File: src/rtl/dot_product_mac_seq_if.sv
`default_nettype none
// ============================================================================
// Module   : dot_product_mac_seq_if
// Purpose  : Bundles the dot_product_mac_seq operation handshake, both operand
//            vectors and the completion signals into one interface.
// Ports    : start       - request a new operation (master -> slave)
//            a_flat      - vector A, element i at [i*N +: N] (master -> slave)
//            b_flat      - vector B, same packing as A (master -> slave)
//            busy        - operation in progress (slave -> master)
//            done        - one-cycle completion pulse (slave -> master)
//            result      - dot product, held until next completion
//            cycle_count - accumulate cycles of current/last operation
// Revision : 1.0 - initial release
// ============================================================================
interface dot_product_mac_seq_if #(
   parameter int N     = 8,
   parameter int LEN   = 4,
   parameter int ACC_W = 2*N + $clog2(LEN) + 1,
   parameter int CNT_W = 8
);
   logic                 start;
   logic [LEN*N-1:0]     a_flat;
   logic [LEN*N-1:0]     b_flat;
   logic                 busy;
   logic                 done;
   logic [ACC_W-1:0]     result;
   logic [CNT_W-1:0]     cycle_count;

   modport master (
      output start, a_flat, b_flat,
      input  busy, done, result, cycle_count
   );

   modport slave (
      input  start, a_flat, b_flat,
      output busy, done, result, cycle_count
   );
endinterface
`default_nettype wire

File: src/rtl/dot_product_mac_seq.sv
`default_nettype none
// ============================================================================
// Module   : dot_product_mac_seq
// Purpose  : Multi-cycle dot-product engine. Captures two LEN-element vectors
//            on an accepted start, then processes LANES element pairs per
//            clock through parallel multipliers into one accumulator.
// Ports    : clk - rising-edge clock
//            rst - synchronous active-high reset
//            bus - slave side of dot_product_mac_seq_if
//                  (start, a_flat, b_flat, busy, done, result, cycle_count)
// Revision : 1.0 - initial release
// ============================================================================
module dot_product_mac_seq #(
   parameter int N      = 8,
   parameter int LEN    = 4,
   parameter int LANES  = 1,
   parameter int SIGNED = 0,
   parameter int ACC_W  = 2*N + $clog2(LEN) + 1,
   parameter int CNT_W  = 8
) (
   input  logic                  clk,
   input  logic                  rst,
   dot_product_mac_seq_if.slave  bus
);

   localparam int IDX_W  = $clog2(LEN + 1);
   localparam int PW     = 2 * N;
   localparam int L_LAST = LEN - LANES;

   typedef enum logic [0:0] {
      S_IDLE = 1'b0,
      S_RUN  = 1'b1
   } state_t;

   state_t                       state;
   state_t                       state_next;
   logic [LEN*N-1:0]             a_cap;
   logic [LEN*N-1:0]             b_cap;
   logic [IDX_W-1:0]             idx;
   logic [ACC_W-1:0]             acc;
   logic [ACC_W-1:0]             lane_sum;
   logic [ACC_W-1:0]             result_r;
   logic [CNT_W-1:0]             cnt;
   logic                         done_r;
   logic [LANES-1:0][ACC_W-1:0]  prods;
   logic                         last_group;
   logic                         busy_w;
   logic                         accept;

   // One multiplier per lane, each reading its element of the current group
   // from the captured operands.
   for (genvar j = 0; j < LANES; j++) begin : g_lane
      logic [N-1:0] a_el;
      logic [N-1:0] b_el;

      assign a_el = a_cap[(int'(idx) + j) * N +: N];
      assign b_el = b_cap[(int'(idx) + j) * N +: N];

      if (SIGNED != 0) begin : g_signed
         logic signed [PW-1:0] a_ext;
         logic signed [PW-1:0] b_ext;
         logic signed [PW-1:0] p;

         assign a_ext    = PW'($signed(a_el));
         assign b_ext    = PW'($signed(b_el));
         assign p        = a_ext * b_ext;
         // Size cast of a signed value sign-extends to the accumulator width.
         assign prods[j] = ACC_W'(p);
      end else begin : g_unsigned
         logic [PW-1:0] p;

         assign p        = PW'(a_el) * PW'(b_el);
         assign prods[j] = ACC_W'(p);
      end
   end

   always_comb begin
      lane_sum = '0;
      for (int j = 0; j < LANES; j++) begin
         lane_sum = lane_sum + prods[j];
      end
   end

   assign last_group = (int'(idx) == L_LAST);

   always_ff @(posedge clk) begin
      if (rst) begin
         state <= S_IDLE;
      end else begin
         state <= state_next;
      end
   end

   always_comb begin
      state_next = state;
      busy_w     = 1'b0;
      accept     = 1'b0;
      case (state)
         S_IDLE: begin
            if (bus.start) begin
               accept     = 1'b1;
               state_next = S_RUN;
            end
         end
         S_RUN: begin
            busy_w = 1'b1;
            if (last_group) begin
               state_next = S_IDLE;
            end
         end
         default: state_next = S_IDLE;
      endcase
   end

   always_ff @(posedge clk) begin
      if (rst) begin
         a_cap    <= '0;
         b_cap    <= '0;
         idx      <= '0;
         acc      <= '0;
         cnt      <= '0;
         result_r <= '0;
         done_r   <= 1'b0;
      end else begin
         done_r <= 1'b0;
         if (accept) begin
            a_cap <= bus.a_flat;
            b_cap <= bus.b_flat;
            idx   <= '0;
            acc   <= '0;
            cnt   <= '0;
         end else if (state == S_RUN) begin
            if (cnt != '1) begin
               cnt <= cnt + CNT_W'(1);
            end
            if (last_group) begin
               result_r <= acc + lane_sum;
               done_r   <= 1'b1;
               // Park idx at 0 so lane selects stay in range while idle.
               idx      <= '0;
               acc      <= '0;
            end else begin
               acc <= acc + lane_sum;
               idx <= idx + IDX_W'(LANES);
            end
         end
      end
   end

   assign bus.busy        = busy_w;
   assign bus.done        = done_r;
   assign bus.result      = result_r;
   assign bus.cycle_count = cnt;

endmodule
`default_nettype wire

File: src/flat_wrapper.sv
// flat-port wrapper written by rule: the top's interface ports become plain ports
module dot_product_mac_seq_flat 
#(
   parameter int N      = 8,
   parameter int LEN    = 4,
   parameter int LANES  = 1,
   parameter int SIGNED = 0,
   parameter int ACC_W  = 2*N + $clog2(LEN) + 1,
   parameter int CNT_W  = 8
)
  (clk, rst, bus_start, bus_a_flat, bus_b_flat, bus_busy, bus_done, bus_result, bus_cycle_count);
  dot_product_mac_seq_if #(.N(N), .LEN(LEN), .ACC_W(ACC_W), .CNT_W(CNT_W)) bus_i ();
  input  logic clk;
  input  logic rst;
  input wire logic [$bits(bus_i.start)-1:0] bus_start;
  input wire logic [$bits(bus_i.a_flat)-1:0] bus_a_flat;
  input wire logic [$bits(bus_i.b_flat)-1:0] bus_b_flat;
  output wire logic [$bits(bus_i.busy)-1:0] bus_busy;
  output wire logic [$bits(bus_i.done)-1:0] bus_done;
  output wire logic [$bits(bus_i.result)-1:0] bus_result;
  output wire logic [$bits(bus_i.cycle_count)-1:0] bus_cycle_count;
  assign bus_i.start = bus_start;
  assign bus_i.a_flat = bus_a_flat;
  assign bus_i.b_flat = bus_b_flat;
  assign bus_busy = bus_i.busy;
  assign bus_done = bus_i.done;
  assign bus_result = bus_i.result;
  assign bus_cycle_count = bus_i.cycle_count;
  dot_product_mac_seq #(.N(N), .LEN(LEN), .LANES(LANES), .SIGNED(SIGNED), .ACC_W(ACC_W), .CNT_W(CNT_W)) u_core (.clk(clk), .rst(rst), .bus(bus_i));
endmodule
File: config.mk
export PLATFORM = sky130hd
export DESIGN_NAME = dot_product_mac_seq_flat
export DESIGN_NICKNAME = d
export VERILOG_FILES = /design/src/rtl/dot_product_mac_seq_if.sv /design/src/rtl/dot_product_mac_seq.sv /design/src/flat_wrapper.sv
export SDC_FILE = /design/constraint.sdc
export NUM_CORES = 1
export LEC_CHECK = 0
export CAP_MARGIN = 20
export CORE_ASPECT_RATIO = 1.75
export CORE_MARGIN = 3
export CORE_UTILIZATION = 56
export DETAILED_ROUTE_END_ITERATION = 8
export GPL_TIMING_DRIVEN = 0
export PLACE_DENSITY = 0.81
export SETUP_SLACK_MARGIN = 0.02
export SYNTH_ARGS = -nofsm -noshare
export SYNTH_HDL_FRONTEND = slang
export SYNTH_SLANG_ARGS = --single-unit
File: constraint.sdc
create_clock -name clk -period 7.4 [get_ports clk]
set_input_delay 1.11 -clock clk [delete_from_list [all_inputs] [get_ports clk]]
set_output_delay 1.11 -clock clk [all_outputs]
set_load 0.02 [all_outputs]
==> run_results.csv, run 1 <==
group,metric,value,unit
floorplanning,die-area,14590,um2
power,power.total,0.001848,W
layout,fillers,1019,
timing,clock.fmax,0.1563,GHz
timing,setup_viol,0,
power,power_frac_comb,14.3,%
logic_synthesis,avgSynthCellArea,8.345,um2
logic_synthesis,synth_seq_cells,115,
detailed_routing,vias,6494,
layout,drive_gt1_share,7.143,%
setup_path,cp.required,7690,ps
timing,min_period,6398,ps
run,max-cap-violations,0,
floorplanning,core,12630,um2
logic_synthesis,yosys-top-cells-area,"dfxtp_1 31%, fa_1 14%, nand2_1 9.3%",
logic_synthesis,synthArstFlopShare,0,%
floorplanning,num_rows,54,
detailed_routing,wl_per_cell,16.68,um
clock_network,clkSlewWorstSetupHoldPaths,60,ps
logic_synthesis,yosys.area_share.xor_xnor,1.906,%
floorplanning,io_pins,96,
setup_path,reg2reg_from,"u_core.idx[1]",
detailed_routing,wirelength,19.62,mm
setup_path,crit_path_start_kind,"register",
detailed_routing,drtIter0Drc,346,
floorplanning,die_x,92.62,um
setup_path,endpoint_kind,"register",
detailed_routing,drc,1,
setup_path,arrival,6690,ps
clock_network,cts_tree,"yes",
logic_synthesis,yosysSeqAreaShare,31.31,%
detailed_routing,drt_pass1_iterations,7,
clock_network,cts_setup_buffers,0,
logic_synthesis,ys_warn_count,0,
clock_network,postCtsHoldBufs,0,
grt,gr-total-overflow,0,
placed_design,dpl.hpwl,14.95,mm
timing,finalCritPeriodShare,86.45,%
layout,final_area,9165,um2
power,swShare,26.66,%
logic_synthesis,ys.flop_type,"dfxtp_1",
layout,regArea,2302,um2
grt,antenna_found_initial,0,
clock_network,cts_root_buffer,"clkbuf_16",
timing,tightest_slew,1039,ps
clock_network,clk_latency,420,ps
clock_network,htree_levels,4,
min_path,hold_start,"u_core.bus.result[6]",
power,leakage,3.864,nW
logic_synthesis,synth_adder_area_share,20.93,%
outcome,status,"finished, violations left",
power,p_switching,0.0004928,W
logic_synthesis,synth_nets,1041,
clock_network,cts_resized,0,
power,power.internal,0.001356,W
layout,diodes,0,
timing,rsz0062_at_grt,"no",
setup_path,crit_fanout,10,
detailed_routing,ant_nets,0,
logic_synthesis,synthDistinctLibCells,59,
logic_synthesis,synth-compound-area-share,12.58,%
power,clockPowerShare,50.1,%
layout,multiInputGateArea,4468,um2
timing,relSlewSlack,29.99,%
logic_synthesis,synthMuxAreaShare,5.259,%
logic_synthesis,synth_top_area_share,31.31,%
logic_synthesis,synth_most_common_cell,"nand2_1",
placed_design,placed_area,8503,um2
placed_design,io_buffers,94,
logic_synthesis,yosys.area_share.simple,20.10,%
logic_synthesis,synth_edf_count,0,
floorplanning,die_h,157.6,um
min_path,worstHoldPathType,"reg2reg",
timing,maxSlewViolCount,0,
logic_synthesis,netlist_area,7352,um2
power,p_per_area,201.7,nW/um2
logic_synthesis,synth_top_family_by_area,"adder cells",
outcome,violations,"DRC",
clock_network,clock-sinks,115,
grt,grt_util_all_layers,28.12,%
detailed_routing,viasPerCell,5.522,
grt,grt_max_degree,17,
logic_synthesis,synth_cells,881,
setup_path,critPathKind,"reg2reg",
timing,finalHoldViolCount,0,
clock_network,cts_buffers,17,
placed_design,gp_congestion,0.9599,
timing,fin_setup_tns,0,ps
clock_network,cts_max_path_buffers,2,
power,seqPwrFrac,35.7,%
logic_synthesis,synth_common_cells,"183 x nand2_1, 115 x dfxtp_1, 105 x inv_1",
logic_synthesis,synth.largest_area_cell,"dfxtp_1",
layout,syn2layout_area_growth,24.66,%
grt,grt_pass1_vias,6825,
setup_path,reg2reg_depth,19,
grt,grt_pass1_wl,31.91,mm
setup_path,critPathLaunch,"u_core.idx[1]",
floorplanning,start_util,58.19,%
power,vdd_ir_drop_max,164.2,uV
layout,final_nets,1155,
timing,skew,8.971,ps
min_path,hold_path_depth,2,
## cell usage in the layout, fill, tap and decap left out, types with 5 or more instances in the layout
master           count
or2_2                7
and2_1              15
nor2b_1             16
ha_1                43
a211oi_1             5
clkbuf_1            31
nor3_1               7
bufinv_16            5
a21o_1               5
xnor2_1              8
clkinv_4             5
nor2_1              59
nand2b_1            16
a21oi_1             92
mux2i_1              6
o21ai_0             12
mux2_2               5
a22oi_1             11
clkbuf_16           17
buf_2                6
xor2_1               8
dfxtp_1            115
fa_1                50
clkdlybuf4s50_1     94
nand2_1            183
mux4_2              12
nand3_1              8
inv_1              105
## registers in the layout, indices dropped and copies added (netlist names)
signal	flops
u_core.bus.result	19
u_core.b_cap	32
u_core.a_cap	32
u_core.idx	3
u_core.state	1
u_core.bus.cycle_count	8
u_core.acc	19
u_core.bus.done	1
## cell type report
class	instances	share of cell area, %
buffer	42	2.007
clock buffer	18	4.683
clock inverter	14	2.457
inverter	106	4.341
multi-input combinational	618	48.75
sequential	115	25.12
tap	168	2.294
timing repair buffer	95	10.35
## cells by family (layout without fill, tap and decap cells)
| group | after synthesis | after routing |
|---|---|---|
| simple gates | 333 | 333 |
| compound gates | 153 | 153 |
| buf+inv | 148 | 275 |
| flops | 115 | 115 |
| fa+ha+maj | 93 | 93 |
| mux | 23 | 23 |
| xor+xnor | 16 | 16 |
## worst paths after layout
check / to / slack (ps)
min reg2reg: u_core.bus.result[6] / 450
max: u_core.acc[15] / 1000
min: u_core.bus.result[6] / 450
max reg2reg: u_core.acc[15] / 1000
## worst max-delay path: stages (launching register included)
cell      delay [ps]
dfxtp_1          420
buf_2            330
buf_4            270
mux2_2           350
o21ai_1          560
nand2b_1         210
fa_1             440
fa_1             560
inv_1             60
fa_1             530
inv_1             60
fa_1             530
inv_1             40
ha_1             370
a21o_1           190
a21oi_1          200
a21oi_1          140
o41ai_1          430
xor2_1           390
o21ai_0          160
## through the flow
stage | worst slack (ps) | utilization [%] | instances | hold slack (ps)
after floorplan | 2089 | - | 881 | 425.0
after global placement | 1236 | 67.30 | 1143 | 439.0
after detailed placement | 1210 | 67.30 | 1143 | 444.7
after CTS | 1047 | 72.48 | 1175 | 452.8
after global routing | 734.9 | 72.54 | 1176 | 466.5
final | 1002 | 72.54 | 1176 | 452.8
## per-layer routing
metal	vias to the layer above	track usage [%]	share of wire, %
met1	3122	28.01	35
met2	224	54.36	56
met4	0	14.74	4.2
met3	65	5.183	4.5
li1	3083	-	-
met5	-	0	0
## power groups by stage
stage	registers (W)	logic [W]	clock network, W
final	0.000659	0.000264	0.000925
after CTS	0.000659	0.000261	0.000926
after global routing	0.000662	0.000292	0.000957
after global placement	0.000671	0.000251	0
after detailed placement	0.000672	0.000255	0
after floorplan	0.000668	0.000163	0
(Power assumes the default switching activity.)
==> run 2: changes to the inputs <==
--- a/config.mk
+++ b/config.mk
@@ -6,9 +6,11 @@
 export NUM_CORES = 1
 export LEC_CHECK = 0
 export CAP_MARGIN = 20
+export CELL_PAD_IN_SITES_DETAIL_PLACEMENT = 0
+export CELL_PAD_IN_SITES_GLOBAL_PLACEMENT = 1
 export CORE_ASPECT_RATIO = 1.75
 export CORE_MARGIN = 3
-export CORE_UTILIZATION = 56
+export CORE_UTILIZATION = 42
 export DETAILED_ROUTE_END_ITERATION = 8
 export GPL_TIMING_DRIVEN = 0
 export PLACE_DENSITY = 0.81
==> run_results.csv, run 2 (synthesis gave the netlist of run 1 again) <==
group,metric,value,unit
outcome,status,"complete, no violations",
run,max-cap-violations,0,
power,p_per_area,189.0,nW/um2
clock_network,cts_max_path_buffers,2,
layout,top_regs,"u_core.a_cap x32, u_core.b_cap x32",
layout,final_common_cell,"nand2_1",
detailed_routing,drtIter0Drc,216,
layout,syn2layout_area_growth,24.47,%
grt,antenna_found_initial,0,
floorplanning,die_x,106.0,um
setup_path,slowest_delay,560,ps
power,power.internal,0.001224,W
power,p_switching,0.0005050,W
detailed_routing,ant_nets,0,
detailed_routing,drc,0,
power,power_frac_comb,14.9,%
layout,final_util,53.75,%
setup_path,arrival,6440,ps
timing,relSlewSlack,25.95,%
detailed_routing,wirelength,19.61,mm
detailed_routing,viasPerCell,5.046,
grt,grt_util_all_layers,21.44,%
floorplanning,num_rows,63,
setup_path,slowest_stage,"fa_1",
timing,finalHoldViolCount,0,
clock_network,htree_levels,4,
clock_network,cts_setup_buffers,0,
min_path,worstHoldPathType,"reg2reg",
setup_path,endpoint_kind,"register",
placed_design,dpl.hpwl,15.92,mm
setup_path,crit_fanout,10,
floorplanning,start_util,43.18,%
placed_design,io_buffers,94,
power,clockPowerShare,47.0,%
layout,mostFrequentLayoutCells,"183 x nand2_1, 115 x dfxtp_1, 105 x inv_1",
floorplanning,core,17030,um2
timing,tightest_slew,1102,ps
layout,drive_gt1_share,7.051,%
setup_path,cp.required,7670,ps
clock_network,cts_buffers,17,
clock_network,clock-sinks,115,
layout,final_nets,1154,
clock_network,cts_tree,"yes",
detailed_routing,drt_pass1_iterations,4,
detailed_routing,vias,6227,
layout,diodes,0,
timing,maxSlewViolCount,0,
floorplanning,die_h,181.0,um
power,leakage,3.812,nW
timing,skew,9.325,ps
grt,grt_pass1_wl,32.10,mm
grt,grt_pass1_vias,6549,
setup_path,critPathKind,"reg2reg",
setup_path,r2r_slack,1230,ps
timing,setup_viol,0,
setup_path,crit_path_start_kind,"register",
timing,min_period,6172,ps
clock_network,cts_root_buffer,"clkbuf_16",
setup_path,worstPathCellList,"buf_2, buf_4, mux2_2, o21ai_1, nand2b_1, fa_1, fa_1, inv_1, fa_1, inv_1, fa_1, inv_1, ha_1, a21o_1, a21oi_1, a21oi_1, o41ai_1, xor2_1, a211oi_1",
placed_design,gp_congestion,0.8381,
power,seqPwrFrac,38.1,%
power,swShare,29.20,%
timing,fin_setup_tns,0,ps
grt,grt_max_degree,17,
clock_network,postCtsHoldBufs,0,
detailed_routing,wl_per_cell,15.89,um
clock_network,clk_latency,420,ps
floorplanning,io_pins,96,
timing,clock.fmax,0.1620,GHz
power,vdd_ir_drop_max,128.1,uV
clock_network,cts_resized,0,
setup_path,cp_common_cell,"fa_1",
clock_network,clkSlewWorstSetupHoldPaths,60,ps
setup_path,path_buf_inv,5,
floorplanning,die-area,19190,um2
timing,finalCritPeriodShare,83.41,%
timing,rsz0062_at_grt,"no",
grt,gr-total-overflow,0,
setup_path,critPathTopFamily,"adder cells",
## run 2: cell types whose count changed in the layout (fill, tap and decap cells not counted), sizes merged
| cell | before | now |
|---|---|---|
| bufinv | 5 | 1 |
| clkinv | 6 | 3 |
| inv | 109 | 113 |
| clkinvlp | 0 | 3 |
| clkbuf | 49 | 48 |
## run 2: worst paths after layout
path | start | to | cells after the start
worst max-delay path | u_core.idx[1] | u_core.bus.result[15] | 19
worst min-delay path | u_core.b_cap[3] | u_core.b_cap[3] | 2
worst max register to register | u_core.idx[1] | u_core.bus.result[15] | 19
worst min register to register | u_core.b_cap[3] | u_core.b_cap[3] | 2
## run 2: layout make-up
cell class	count	area, um2
clock buffer	18	429.2
clock inverter	14	145.1
tap	227	284.0
multi-input combinational	618	4468
inverter	106	397.9
fill	1685	7875
timing repair buffer	94	940.9
buffer	42	183.9
sequential	115	2302
## run 2: layer usage
metal / vias to the layer above / share of wire [%] / track usage [%]
met1: 2926 / 36 / 21.24
met4: 0 / 5.1 / 11.88
met2: 155 / 56 / 41.51
met3: 57 / 3.5 / 3.182
li1: 3089 / - / -
met5: - / 0 / 0
## run 2: worst min-delay path: cells and delay by family (launching register included)
family | cells | cell delay, ps
AOI/OAI and AO/OA | 1 | 50
DFF | 1 | 300
and+or+nand+nor | 1 | 50
## run 2: power groups by stage
stage	sequential, W	clock (W)	combinational (W)
floorplan	0.000668	0	0.000163
global placement	0.000671	0	0.000257
detailed placement	0.000673	0	0.000260
CTS	0.000659	0.000827	0.000261
global route	0.000661	0.000852	0.000291
finish	0.000659	0.000813	0.000258
## run 2: metrics by stage
stage | area (um2) | setup WS (ps) | cells | total power (W) | hold WS [ps]
2_1_floorplan | 7352 | 2089 | 881 | 0.0008315 | 425.0
3_3_place_gp | 8577 | 1173 | 1202 | 0.0009285 | 439.9
3_5_place_dp | 8577 | 1199 | 1202 | 0.0009321 | 444.7
4_1_cts | 9151 | 1184 | 1234 | 0.001747 | 452.8
5_1_grt | 9151 | 954.7 | 1234 | 0.001804 | 468.9
6_report | 9151 | 1228 | 1234 | 0.001729 | 451.5
==> run 3: changes to the inputs <==
--- a/config.mk
+++ b/config.mk
@@ -10,10 +10,10 @@
 export CELL_PAD_IN_SITES_GLOBAL_PLACEMENT = 1
 export CORE_ASPECT_RATIO = 1.75
 export CORE_MARGIN = 3
-export CORE_UTILIZATION = 42
+export CORE_UTILIZATION = 38
 export DETAILED_ROUTE_END_ITERATION = 8
 export GPL_TIMING_DRIVEN = 0
-export PLACE_DENSITY = 0.81
+export PLACE_DENSITY = 0.77
 export SETUP_SLACK_MARGIN = 0.02
 export SYNTH_ARGS = -nofsm -noshare
 export SYNTH_HDL_FRONTEND = slang
==> constraint.sdc (replaced) <==
create_clock -name clk -period 5.5 [get_ports clk]
set_input_delay 0.825 -clock clk [delete_from_list [all_inputs] [get_ports clk]]
set_output_delay 0.825 -clock clk [all_outputs]
set_load 0.02 [all_outputs]
==> run_results.csv, run 3 (synthesis gave the netlist of run 1 again) <==
group,metric,value,unit
timing,relSlewSlack,51.40,%
placed_design,dpl.hpwl,16.01,mm
timing,maxSlewViolCount,0,
power,vdd_ir_drop_max,187.4,uV
min_path,worstHoldPathType,"reg2reg",
grt,grt_pass1_vias,6622,
setup_path,cp.depth,18,
clock_network,htree_levels,4,
detailed_routing,ant_nets,0,
timing,setup_viol,0,
setup_path,crit_fanout,8,
grt,antenna_found_initial,0,
layout,syn2layout_area_growth,31.64,%
setup_path,endpoint_kind,"register",
detailed_routing,drc,0,
layout,diodes,0,
setup_path,critPathLaunch,"u_core.idx[0]",
detailed_routing,wirelength,20.22,mm
layout,drive_gt1_share,14.13,%
layout,fillers,1866,
clock_network,clkSlewWorstSetupHoldPaths,60,ps
setup_path,r2r_slack,170,ps
setup_path,cp.required,5810,ps
floorplanning,start_util,39.05,%
layout,fin_cells,1278,
setup_path,reg2reg_depth,18,
setup_path,timing.rr.end,"u_core.bus.result[16]",
power,p_per_area,241.0,nW/um2
timing,min_period,5326,ps
placed_design,io_buffers,94,
setup_path,worstPathCellList,"buf_6, mux4_2, nand2b_4, buf_4, buf_4, nor2_1, fa_1, fa_1, inv_1, fa_1, fa_1, inv_1, ha_1, buf_2, nand3_2, o31ai_4, a2111oi_4, a311o_1",
timing,fin_setup_tns,0,ps
clock_network,cts_root_buffer,"clkbuf_16",
setup_path,slowest_stage,"mux4_2",
floorplanning,die-area,21120,um2
setup_path,cp_common_cell,"fa_1",
layout,regArea,2310,um2
grt,grt_util_all_layers,19.62,%
clock_network,cts_tree,"yes",
layout,final_nets,1187,
detailed_routing,drt_pass1_iterations,5,
layout,multiInputGateArea,4691,um2
grt,grt_pass1_wl,32.72,mm
detailed_routing,wl_per_cell,15.82,um
placed_design,dpl.cell_count,1213,
timing,skew,10.89,ps
setup_path,arrival,5630,ps
detailed_routing,drtIter0Drc,218,
layout,final_common_cell,"nand2_1",
layout,mostFrequentLayoutCells,"182 x nand2_1, 113 x dfxtp_1, 102 x inv_1",
timing,tightest_slew,729.0,ps
grt,gr-total-overflow,0,
run,max-cap-violations,0,
outcome,status,"complete, no violations",
floorplanning,num_rows,66,
detailed_routing,viasPerCell,4.914,
setup_path,path_buf_inv,6,
setup_path,slowest_delay,620,ps
setup_path,reg2reg_from,"u_core.idx[0]",
timing,whs,450.4,ps
layout,top_regs,"u_core.a_cap x32, u_core.b_cap x32",
setup_path,crit_path_start_kind,"register",
grt,grt_max_degree,17,
timing,finalCritPeriodShare,96.84,%
setup_path,critPathKind,"reg2reg",
clock_network,clk_latency,430,ps
power,leakage,4.005,nW
floorplanning,die_x,111.1,um
clock_network,clock-sinks,115,
placed_design,gp_congestion,0.8225,
floorplanning,io_pins,96,
floorplanning,core,18830,um2
timing,clock.fmax,0.1878,GHz
detailed_routing,vias,6280,
clock_network,cts_max_path_buffers,2,
floorplanning,die_h,190.0,um
timing,finalHoldViolCount,0,
setup_path,cp-endpoint,"u_core.bus.result[16]",
setup_path,critPathTopFamily,"adder cells",
clock_network,cts_buffers,17,
power,power.total,0.002333,W
==> run 3: metrics by stage <==
stage	worst slack, ps	util (%)	area [um2]
floorplan	188.8	-	7352
global placement	-732.1	45.63	8591
detailed placement	-708.4	45.63	8591
CTS	20.63	49.30	9281
global route	-15.17	51.40	9678
finish	174.0	51.40	9678
==> run 3: repair_timing <==
action | 4_1_cts | 5_1_grt
setup endpoints to repair | 21 | 14
hold buffers | 0 | 0
pin swaps | 4 | 26
setup buffers | 7 | 25
gates resized for setup | 26 | 44
gates cloned | 0 | 1
==> run 3: metal layers <==
layer / wire [um] / part of all wire, % / vias up / GRT usage [%]
li1: - / - / 3150 / -
met1: 7497 / 37 / 2937 / 19.82
met2: 11050 / 55 / 138 / 37.42
met3: 683 / 3.4 / 55 / 3.310
met4: 986 / 4.9 / 0 / 11.38
met5: 0 / 0 / - / 0
==> run 3: worst min path at each step <==
stage | cells after the start | start | slack [ps] | to
2_1_floorplan | 2 | u_core.acc[13] | 430 | u_core.acc[13]
3_3_place_gp | 2 | u_core.b_cap[2] | 440 | u_core.b_cap[2]
3_5_place_dp | 2 | u_core.b_cap[22] | 440 | u_core.b_cap[22]
4_1_cts | 2 | u_core.b_cap[22] | 450 | u_core.b_cap[22]
5_1_grt | 2 | u_core.a_cap[22] | 470 | u_core.a_cap[22]
6_report | 2 | u_core.b_cap[22] | 450 | u_core.b_cap[22]
==> run 3: final cells by class <==
cell class                 count  share of cell area [%]
multi-input combinational    618                   48.47
clock buffer                  17                   4.396
inverter                     106                   4.137
tap                          238                   3.077
timing repair buffer         127                   12.50
buffer                        42                   2.262
clock inverter                15                   1.293
sequential                   115                   23.87
==> run 3: worst register-to-register path, cell delays in order, from the launching register on <==
cell       delay [ps]
dfxtp_4           400
buf_6             120
mux4_2            620
nand2b_4          120
buf_4             110
buf_4              90
nor2_1             50
fa_1              510
fa_1              540
inv_1              50
fa_1              510
fa_1              540
inv_1              40
ha_1              260
buf_2             170
nand3_2           140
o31ai_4           460
a2111oi_4         140
a311o_1           330
==> run 3: power by group <==
group | internal [W] | total [W] | switching (W)
registers | 0.000866 | 0.000886 | 0.0000205
clock network | 0.000586 | 0.00104 | 0.000453
logic | 0.000187 | 0.000407 | 0.000220
total | 0.00164 | 0.00233 | 0.000694
